<file path="src/rtl/pipeline_pixel_merge.sv">
// rtl/pipeline_pixel_merge.sv - round-robin N-lane pixel merge with per-frame end-of-frame barrier
module pipeline_pixel_merge #(
  parameter int NUM_LANES = 4,
  parameter int DATA_W    = 32,
  parameter int META_W    = 8,
  parameter int LAST_BIT  = 0
) (
  input  logic                          clk,
  input  logic                          rstn,
  input  logic [NUM_LANES-1:0]          pixel_s_valid,
  output logic [NUM_LANES-1:0]          pixel_s_ready,
  input  logic [NUM_LANES*DATA_W-1:0]   pixel_s_data,
  input  logic [NUM_LANES*META_W-1:0]   pixel_s_metadata,
  output logic                          pixel_m_valid,
  input  logic                          pixel_m_ready,
  output logic [DATA_W-1:0]             pixel_m_data,
  output logic [META_W-1:0]             pixel_m_metadata,
  output logic [NUM_LANES-1:0]          lanes_done,
  output logic                          frame_done
);

  localparam int PTR_W = (NUM_LANES > 1) ? $clog2(NUM_LANES) : 1;
  localparam logic [PTR_W-1:0] LAST_LANE = PTR_W'(NUM_LANES - 1);
  localparam logic [NUM_LANES-1:0] ALL_DONE = '1;

  logic [PTR_W-1:0]     ptr;
  logic [PTR_W-1:0]     win;
  logic [PTR_W-1:0]     idx;
  logic                 found;
  logic                 load;
  logic                 grant;
  logic [NUM_LANES-1:0] eligible;
  logic [NUM_LANES-1:0] win_oh;
  logic [NUM_LANES-1:0] done_next;
  logic                 final_lane;
  logic                 sel_last;
  logic [DATA_W-1:0]    sel_data;
  logic [META_W-1:0]    sel_meta;
  logic [META_W-1:0]    fwd_meta;

  logic [DATA_W-1:0]    lane_data [NUM_LANES];
  logic [META_W-1:0]    lane_meta [NUM_LANES];

  for (genvar g = 0; g < NUM_LANES; g++) begin : g_lane
    assign lane_data[g] = pixel_s_data[g*DATA_W +: DATA_W];
    assign lane_meta[g] = pixel_s_metadata[g*META_W +: META_W];
  end

  assign load     = !pixel_m_valid || pixel_m_ready;
  assign eligible = pixel_s_valid & ~lanes_done;

  // Scan from the pointer upward; the index wraps explicitly so odd lane counts work.
  always_comb begin
    found = 1'b0;
    win   = '0;
    idx   = ptr;
    for (int k = 0; k < NUM_LANES; k++) begin
      if (!found && eligible[idx]) begin
        found = 1'b1;
        win   = idx;
      end
      idx = (idx == LAST_LANE) ? '0 : idx + PTR_W'(1);
    end
  end

  assign grant         = rstn && found && load;
  assign win_oh        = NUM_LANES'(1) << win;
  assign pixel_s_ready = grant ? win_oh : '0;

  assign sel_data   = lane_data[win];
  assign sel_meta   = lane_meta[win];
  assign sel_last   = sel_meta[LAST_BIT];
  assign done_next  = lanes_done | win_oh;
  assign final_lane = (done_next == ALL_DONE);

  // Only the lane that completes the barrier carries the end-of-frame marker downstream.
  always_comb begin
    fwd_meta           = sel_meta;
    fwd_meta[LAST_BIT] = sel_last && final_lane;
  end

  always_ff @(posedge clk) begin
    if (!rstn) begin
      pixel_m_valid    <= 1'b0;
      pixel_m_data     <= '0;
      pixel_m_metadata <= '0;
      lanes_done       <= '0;
      frame_done       <= 1'b0;
      ptr              <= '0;
    end else begin
      frame_done <= pixel_m_valid && pixel_m_ready && pixel_m_metadata[LAST_BIT];
      if (grant) begin
        pixel_m_valid    <= 1'b1;
        pixel_m_data     <= sel_data;
        pixel_m_metadata <= fwd_meta;
        ptr              <= (win == LAST_LANE) ? '0 : win + PTR_W'(1);
        if (sel_last) begin
          lanes_done <= final_lane ? '0 : done_next;
        end
      end else if (pixel_m_ready) begin
        pixel_m_valid <= 1'b0;
      end
    end
  end

endmodule
</file>
<file path="config.mk">
export PLATFORM = sky130hd
export DESIGN_NAME = pipeline_pixel_merge
export DESIGN_NICKNAME = d
export VERILOG_FILES = /design/src/rtl/pipeline_pixel_merge.sv
export SDC_FILE = /design/constraint.sdc
export NUM_CORES = 1
export LEC_CHECK = 0
export CAP_MARGIN = 20
export CORE_UTILIZATION = 40
export CTS_BUF_LIST = sky130_fd_sc_hd__clkbuf_8
export CTS_CLUSTER_DIAMETER = 150
export DETAILED_ROUTE_END_ITERATION = 12
export PLACE_DENSITY = 0.95
export RECOVER_POWER = 25
export SLEW_MARGIN = 10
export SYNTH_ARGS = -nofsm -noshare
export SYNTH_HDL_FRONTEND = slang
export SYNTH_SLANG_ARGS = --single-unit
export TNS_END_PERCENT = 50
</file>
<file path="constraint.sdc">
create_clock -name clk -period 4.5 [get_ports clk]
set_input_delay 0.45 -clock clk [delete_from_list [all_inputs] [get_ports clk]]
set_output_delay 0.45 -clock clk [all_outputs]
set_load 0.005 [all_outputs]
</file>
==> flow_summary.toml <==
[cells_and_area]
fin_nets = 802
n_antenna_cell = 0
stdcell_count = 736
area_growth_pct = 67.31
layout-drive-gt1-share = 0.03628

[power]
p_sw_mw = 1.029
p_int_mw = 1.493
power_frac_comb = 0.629
seqPwrFrac = 0.271
ir_worst_vdd_mv = 0.2078
clkPwrFrac = 0.100
p_per_area_nw_per_um2 = 461.9
switching_share = 0.4081
leakage_nw = 2.222

[clock_network]
ctsResizeCount = 0
cts_tree = "done"
postCtsHoldBufs = 0
clk_path_buf_depth = 2
cts_setup_buffers = 0
clkSlewWorstSetupHoldPaths_ps = 80
clock_sinks = 48
cts_htree_levels = 2
clock-root-buffer = "clkbuf_8"
clkLatencyLatePin_ps = 290
numCtsBuffers = 5

[worst_setup_path]
cp_num_cells = 11
startpoint_type = "register"
worst-path-buf-inv = 3
crit_chain = "ha_1 -> or2_1 -> and4_4 -> a41oi_1 -> a31oi_1 -> or2_2 -> inv_2 -> ha_1 -> inv_1 -> nor2_1 -> clkdlybuf4s50_1"
max_stage_delay_ps = 520
crit_arrival_ps = 3330
critPathMaxFanout = 21
critical_path_class = "reg -> out"
cp.required_ps = 4050
setup.worst_path.end_class = "output pin"
slowest_stage = "clkdlybuf4s50_1"
reg2reg_depth = 10
worst_path_most_repeated_cell = "ha_1"
critPathTopFamily = "simple AND/OR/NAND/NOR gates"

[job]
drv_cap = 1

[drt]
dr.first_iter.drc_count = 229
detail_route.wl_per_cell_um = 15.80
drc = 0
wl_um = 11630
vias = 4087
viasPerCell = 5.553
dr.pass1.iters = 4
postRouteAntennaNets = 0

[sta]
maxSlewViolCount = 43
tightestPinTransition_ps = 1895
final.period_utilization = 0.8394
rsz0062_at_grt = "no"
setup-tns-final_ps = 0
fin_skew_ps = 4.423
hold_viol = 0
fmax_mhz = 264.8
setup_viol = 0
period_needed_ps = 3777
fin_ws_ps = 722.9
relSlewSlack = -0.2633

[global_route]
overflow = 0
antenna_found_initial = 0
grt_first_pass_wirelength_um = 17950
grt_max_degree = 55
grt_pass1_vias = 3923
grt_usage = 0.2606

[floorplan]
ios = 217
core-area_um2 = 7807
start_util = 0.4181
row_count = 32
die_width_um = 92.34
fp.dieH_um = 92.34
die_area_um2 = 8526

[logic_synthesis]
ys_seq_area_frac = 0.2944
netlist_area_um2 = 3264
synth-seq-cells = 48
synthDistinctLibCells = 41
netlist_instances = 445
synth_fp_nets = 614
synth_area_per_cell_um2 = 7.336
synth_edf_count = 0
ys_warn_count = 0
synthArstFlopShare = 0
synth_flop_cell = "dfxtp_1"

[outcome]
failed_checks = "max-capacitance violations, max-slew violations"
outcome = "complete, but fails checks"

[placement]
dp_slack_ps = 802.7
place_congestion = 0.8968
dp.cells = 728
port_buffers = 216
hpwl_um = 8762

[hold_path]
hold_path.class = "reg -> reg"
whs_path_depth = 1
-- worst paths after layout --
kind | startpoint | to | slack [ps]
worst max-delay path | ptr[0] | pixel_s_ready[2] | 720
worst min-delay path | pixel_m_data[8] | pixel_m_data[8] | 470
worst max register to register | ptr[0] | lanes_done[3] | 1350
worst min register to register | pixel_m_data[8] | pixel_m_data[8] | 470
-- Yosys cell counts, drive strengths merged, types with 2 or more instances --
| master | n | share of area |
|---|---|---|
| buf | 20 | 0.050 |
| o211ai | 2 | 0.0046 |
| nand2b | 5 | 0.0096 |
| nor2 | 13 | 0.015 |
| a311oi | 39 | 0.10 |
| mux2i | 6 | 0.018 |
| and4 | 2 | 0.0061 |
| ha | 2 | 0.0077 |
| nor2b | 5 | 0.0096 |
| and3 | 40 | 0.078 |
| dfxtp | 48 | 0.29 |
| clkbuf | 24 | 0.028 |
| a21oi | 10 | 0.015 |
| inv | 5 | 0.0057 |
| nand2 | 158 | 0.18 |
| nor3 | 8 | 0.015 |
| or2 | 2 | 0.0038 |
| a31o | 40 | 0.11 |
-- per-layer routing --
| metal | track usage | vias to the layer above | part of all wire |
|---|---|---|---|
| li1 | - | 1976 | - |
| met1 | 0.2875 | 1893 | 0.39 |
| met3 | 0.06897 | 30 | 0.074 |
| met4 | 0.1107 | 0 | 0.034 |
| met5 | 0 | - | 0 |
| met2 | 0.4679 | 188 | 0.50 |
-- cells in the final DEF, fill, tap and decap left out, types with 2 or more instances in the layout --
cell type / netlist / routed
clkdlybuf4s50_1: 0 / 193
nand2_1: 158 / 158
dfxtp_1: 48 / 48
a31o_1: 40 / 40
and3_1: 39 / 39
a311oi_1: 39 / 39
dlygate4sd3_1: 0 / 23
nor2_1: 13 / 13
a21oi_1: 10 / 10
buf_4: 1 / 8
mux2i_1: 6 / 6
nor3_1: 6 / 6
clkbuf_8: 0 / 6
nor2b_1: 5 / 5
nand2b_1: 5 / 5
inv_1: 3 / 5
inv_2: 2 / 2
o211ai_1: 2 / 2
nor3_2: 2 / 2
ha_1: 2 / 2
-- power by group through the flow --
stage          registers (mW)  clock network, mW  logic, mW
2_1_floorplan           0.694                  0      0.993
3_3_place_gp            0.689                  0       1.57
3_5_place_dp            0.697                  0       1.61
4_1_cts                 0.688              0.267       1.62
5_1_grt                 0.704              0.288       1.73
6_report                0.683              0.253       1.59
-- kinds of logic after synthesis --
logic type	count (synthesis)	synth area share
mux	7	0.02530
compound gates	103	0.2637
fa+ha+maj	2	0.007665
buf+inv	49	0.08356
flops	48	0.2944
simple gates	236	0.3254
-- flip-flops by register name (all words and copies together), names as in the netlist --
name,flops
frame_done,1
lanes_done,4
pixel_m_data,32
pixel_m_metadata,8
pixel_m_valid,1
ptr,2
-- per-stage QoR --
stage	util	hold WS, ps	area, µm²	power, mW
global route	0.6995	497.2	5461	2.727
CTS	0.7000	482.9	5465	2.578
detailed placement	0.6885	462.2	5375	2.312
global placement	0.6885	456.0	5375	2.264
finish	0.6995	473.6	5461	2.522
floorplan	-	473.8	3264	1.687
-- cell type report --
type	count	area, µm²
fill	622	2346
timing repair buffer	225	2226
multi-input combinational	348	2038
sequential	48	960.9
tap	102	127.6
clock buffer	6	82.58
inverter	5	18.77
clock inverter	2	7.507
Power figures use the tool's default switching activity.
